==> config.mk <==
export PLATFORM = sky130hd
export DESIGN_NAME = mem_port_arbiter
export DESIGN_NICKNAME = d
export VERILOG_FILES = /design/src/rtl/mem_port_arbiter_pkg.sv /design/src/rtl/mem_port_arbiter_starve_counter.sv /design/src/rtl/mem_port_arbiter.sv
export SDC_FILE = /design/constraint.sdc
export NUM_CORES = 1
export LEC_CHECK = 0
export ABC_AREA = 1
export CORE_UTILIZATION = 27
export DETAILED_ROUTE_END_ITERATION = 6
export MAX_ROUTING_LAYER = met4
export PLACE_DENSITY_LB_ADDON = 0.12
export SLEW_MARGIN = 15
export SYNTH_ARGS = -nofsm -noshare
export SYNTH_HDL_FRONTEND = slang
export SYNTH_HIERARCHICAL = 1
export SYNTH_SLANG_ARGS = --single-unit
==> constraint.sdc <==
create_clock -name clk -period 2.3 [get_ports clk]
set_clock_uncertainty 0.2 [all_clocks]
set_input_delay 0.575 -clock clk [delete_from_list [all_inputs] [get_ports clk]]
set_output_delay 0.575 -clock clk [all_outputs]
set_load 0.03 [all_outputs]
==> src/rtl/mem_port_arbiter_pkg.sv <==
// Shared definitions for the ASIP16 memory port arbiter.
// Default widths, starve counter width and read-owner encoding.
package mem_port_arbiter_pkg;

  localparam int unsigned AW_DEF = 9;
  localparam int unsigned DW_DEF = 16;
  localparam int unsigned CNT_W  = 4;

  typedef enum logic [1:0] {
    OWN_NONE = 2'd0,
    OWN_IF   = 2'd1,
    OWN_LS   = 2'd2
  } owner_t;

endpackage

==> src/rtl/mem_port_arbiter_starve_counter.sv <==
// Saturating counter of consecutive denied fetch cycles.
// sat flags that fetch must win the next arbitration.
module starve_counter
  import mem_port_arbiter_pkg::*;
#(
  parameter int unsigned MAX = 4,
  parameter int unsigned W   = CNT_W
) (
  input  logic clk,
  input  logic rst,
  input  logic inc,
  input  logic clr,
  output logic sat
);

  localparam logic [W-1:0] MAX_V = W'(MAX);

  logic [W-1:0] cnt;

  assign sat = (cnt == MAX_V);

  always_ff @(posedge clk or posedge rst) begin
    if (rst) begin
      cnt <= '0;
    end else if (clr) begin
      cnt <= '0;
    end else if (inc && !sat) begin
      cnt <= cnt + 1'b1;
    end
  end

endmodule

==> src/rtl/mem_port_arbiter.sv <==
// Fetch vs load/store arbiter in front of the unified 512x16 memory.
// Combinational grant and port mux; registered read owner and strobes.
module mem_port_arbiter
  import mem_port_arbiter_pkg::*;
#(
  parameter int unsigned AW         = AW_DEF,
  parameter int unsigned DW         = DW_DEF,
  parameter int unsigned STARVE_MAX = 4
) (
  input  logic          clk,
  input  logic          rst,
  input  logic          if_req,
  input  logic [AW-1:0] if_addr,
  output logic          if_gnt,
  output logic          if_rvalid,
  output logic [DW-1:0] if_rdata,
  input  logic          ls_req,
  input  logic          ls_we,
  input  logic [AW-1:0] ls_addr,
  input  logic [DW-1:0] ls_wdata,
  output logic          ls_gnt,
  output logic          ls_rvalid,
  output logic [DW-1:0] ls_rdata,
  output logic          mem_we,
  output logic [AW-1:0] mem_addr,
  output logic [DW-1:0] mem_din,
  input  logic [DW-1:0] mem_dout
);

  owner_t rd_owner;
  owner_t own_nxt;
  logic   starved;

  starve_counter #(
    .MAX (STARVE_MAX),
    .W   (CNT_W)
  ) u_starve (
    .clk (clk),
    .rst (rst),
    .inc (if_req & ~if_gnt),
    .clr (if_gnt | ~if_req),
    .sat (starved)
  );

  always_comb begin
    if_gnt   = 1'b0;
    ls_gnt   = 1'b0;
    mem_we   = 1'b0;
    mem_addr = '0;
    mem_din  = '0;
    own_nxt  = OWN_NONE;
    if (!rst) begin
      if (if_req && (!ls_req || starved)) begin
        if_gnt = 1'b1;
      end else if (ls_req) begin
        ls_gnt = 1'b1;
      end
    end
    unique case (1'b1)
      if_gnt: begin
        mem_addr = if_addr;
        own_nxt  = OWN_IF;
      end
      ls_gnt: begin
        mem_we   = ls_we;
        mem_addr = ls_addr;
        mem_din  = ls_we ? ls_wdata : '0;
        own_nxt  = ls_we ? OWN_NONE : OWN_LS;
      end
      default: ;
    endcase
  end

  always_ff @(posedge clk or posedge rst) begin
    if (rst) begin
      rd_owner <= OWN_NONE;
    end else begin
      rd_owner <= own_nxt;
    end
  end

  assign if_rvalid = (rd_owner == OWN_IF);
  assign ls_rvalid = (rd_owner == OWN_LS);
  assign if_rdata  = if_rvalid ? mem_dout : '0;
  assign ls_rdata  = ls_rvalid ? mem_dout : '0;

endmodule

==> impl_metrics.env <==
export IMPL_dp_hpwl_um=2863
export IMPL_swShare_pct=37.75
export IMPL_antenna_found_initial=0
export IMPL_worstReg2RegStart="u_starve/cnt[1]"
export IMPL_slew_headroom_pct=77.97
export IMPL_worst_pin_slew_ns=0.3294
export IMPL_p_int_uw=427.3
export IMPL_die_area_um2=4017
export IMPL_clk_pin_slew_ns=0.04
export IMPL_ios=117
export IMPL_setup_reg_to_reg_worst_slack_ns=0.17
export IMPL_via_count=1578
export IMPL_worstSetupPathType="reg2out"
export IMPL_numClockSinks=6
export IMPL_p_sw_uw=259.1
export IMPL_yosys_top_cells_count="35 x nor2_1, 34 x nand2_1, 29 x inv_1, 12 x nand3_1, 12 x nand4_1"
export IMPL_root_buffer="clkbuf_8"
export IMPL_ant_nets=0
export IMPL_rsz0062_at_grt="yes"
export IMPL_grt_pass1_wl_um=6444
export IMPL_postSynthRegisterBits=6
export IMPL_power_uw=686.4
export IMPL_pwr_share_seq_pct=16.4
export IMPL_wl_per_cell_um=11.39
export IMPL_grt_pass1_vias=1505
export IMPL_gp_congestion=0.7867
export IMPL_setup_tns_ns=-1.856
export IMPL_synth_fp_nets=229
export IMPL_setup_violations_final=28
export IMPL_cts_buffers=3
export IMPL_htreeDepth=1
export IMPL_drt_wl_total_um=4089
export IMPL_async_flop_share_pct=100.0
export IMPL_clk_path_buf_depth=2
export IMPL_synthCells=172
export IMPL_die_y_um=63.38
export IMPL_ctsHoldBuffers=0
export IMPL_netlist_area_leader_share_pct=14.76
export IMPL_synth_area_um2=1017
export IMPL_reg2reg_depth=13
export IMPL_vias_per_cell=4.396
export IMPL_drc=0
export IMPL_power_leakage_uw=0.001284
export IMPL_p_per_area_nw_per_um2=274.0
export IMPL_syn_area_per_cell_um2=5.914
export IMPL_ys_flop_type="dfrtp_1"
export IMPL_maxCapViolCount=0
export IMPL_fmax_mhz=415.0
export IMPL_drive_gt1_share_pct=46.96
export IMPL_grt_overflow_total=0
export IMPL_die_x_um=63.38
export IMPL_drtPass1Iterations=4
export IMPL_finalHoldViolations=0
export IMPL_n_antenna_cell=0
export IMPL_violations="setup timing"
export IMPL_synth_area_leaders="dfrtp_1 15%, nor2_1 13%, nand2_1 13%"
export IMPL_vdd_ir_drop_max_mv=0.2361
export IMPL_cp_arrival_ns=1.63
export IMPL_cp_max_fo=5
export IMPL_synth_edf_count=0
export IMPL_status="complete, but fails checks"
export IMPL_yosysSeqAreaShare_pct=14.76
export IMPL_grt_max_degree=20
export IMPL_pwr_share_clk_pct=24.0
export IMPL_cp_start_kind="register"
export IMPL_timing_rr_end="u_starve/cnt[1]"
export IMPL_core_region_area_um2=3468
export IMPL_grtUsageTotal_pct=20.78
export IMPL_dp_cells=341
export IMPL_rows=21
export IMPL_final_cell_count_no_fill=359
export IMPL_yosys_cell_types_count=20
export IMPL_timing_final_ws_setup_ns=-0.1098
export IMPL_drv_slew=0
export IMPL_share_comb_of_total_power_pct=59.6
export IMPL_cts_tree="yes"
export IMPL_yosys_cell_count_top_type="nor2_1"
export IMPL_hold_class="in2async"
export IMPL_cp_data_required_time_ns=1.52
export IMPL_fin_crit_sh_pct=104.8
export IMPL_end_kind="output pin"
export IMPL_drt_iter0_drc=35
export IMPL_min_period_ns=2.410
export IMPL_start_util_pct=29.33
export IMPL_synthToLayoutAreaGrowth_pct=146.2
export IMPL_yosysTopAreaCell="dfrtp_1"
export IMPL_port_buffers=116
export IMPL_fin_util_pct=72.22
export IMPL_clk_latency_ns=0.23
export IMPL_synth_warnings=6
export IMPL_nets=372
-- worst max-delay path, cell delays in order, from the launching register on --
cell and delay (ns):
dfrtp_1 0.38, inv_2 0.09, ha_4 0.15, nand2_4 0.06
nor2_4 0.11, inv_2 0.05, nand2_4 0.09, nand2_8 0.08
buf_6 0.15, nand3_2 0.06, nand2_2 0.05, buf_6 0.13
-- placed cells by master (no fill, tap or decap), types with 4 or more instances in the layout --
master           instances
buf_4                   66
clkdlybuf4s50_1         52
nor2_1                  33
inv_1                   26
nand2_1                 24
buf_6                   24
nor2_4                  12
nand4_1                 12
nor2_2                  11
nand2_2                 10
nand3_2                  8
dfrtp_1                  6
inv_2                    4
-- through the flow --
stage          hold WS [ns]  setup slack [ns]  area (µm²)
6_report             0.3044           -0.1098        2505
3_5_place_dp         0.3574           -0.2110        2131
2_1_floorplan        0.1411           0.04515        1017
4_1_cts              0.3064           -0.1119        2452
3_3_place_gp         0.3505           -0.2045        2131
5_1_grt              0.3174           -0.1825        2505
-- power groups by stage --
stage / registers (µW) / clock network (µW) / logic (µW)
after floorplan: 114 / 0 / 171
after global placement: 113 / 0 / 343
after detailed placement: 113 / 0 / 344
after CTS: 113 / 163 / 393
after global routing: 113 / 173 / 437
final: 113 / 165 / 409
-- worst max-delay path by stage --
| stage | from | end | slack (ns) |
|---|---|---|---|
| finish | u_starve/cnt[0] | mem_addr[5] | -0.11 |
| global route | u_starve/cnt[0] | mem_addr[0] | -0.18 |
| CTS | u_starve/cnt[1] | mem_addr[2] | -0.11 |
| detailed placement | ls_req | mem_din[15] | -0.21 |
| global placement | ls_req | mem_din[15] | -0.20 |
| floorplan | u_starve/cnt[0] | mem_din[10] | 0.05 |
-- flip-flops by register name (all words and copies together), names as in the netlist --
| register | cells |
|---|---|
| u_starve/cnt | 4 |
| rd_owner | 2 |
-- cell families after synthesis --
logic type                 share of synthesized area [%]
and+or+nand+nor                                    61.75
buffers and inverters                              19.06
DFF                                                14.76
adders and majority gates                          2.460
AOI/OAI and AO/OA                                  1.968
-- what timing repair did --
action	in CTS	in global routing
endpoints found under the hold margin	0	0
gates cloned	0	1
setup endpoints to repair	29	32
pin swaps	11	13
resized for setup	50	12
buffers inserted	15	1
-- layout make-up --
class	count	area (µm²)
repair buffers	146	1325
multi-input cells	127	812.0
flip-flops and latches	6	150.1
well taps	46	57.56
fillers	290	963.4
clock buffers	3	41.29
inverters	31	118.9
-- metal layers --
| metal | part of all wire, % | GRT usage, % | vias up |
|---|---|---|---|
| li1 | - | - | 808 |
| met1 | 40 | 21.77 | 671 |
| met2 | 49 | 36.97 | 95 |
| met3 | 10 | 5.978 | 4 |
| met4 | 1.1 | 6.818 | 0 |
| met5 | 0 | - | - |
No activity file was read; power rests on OpenSTA's default activity.
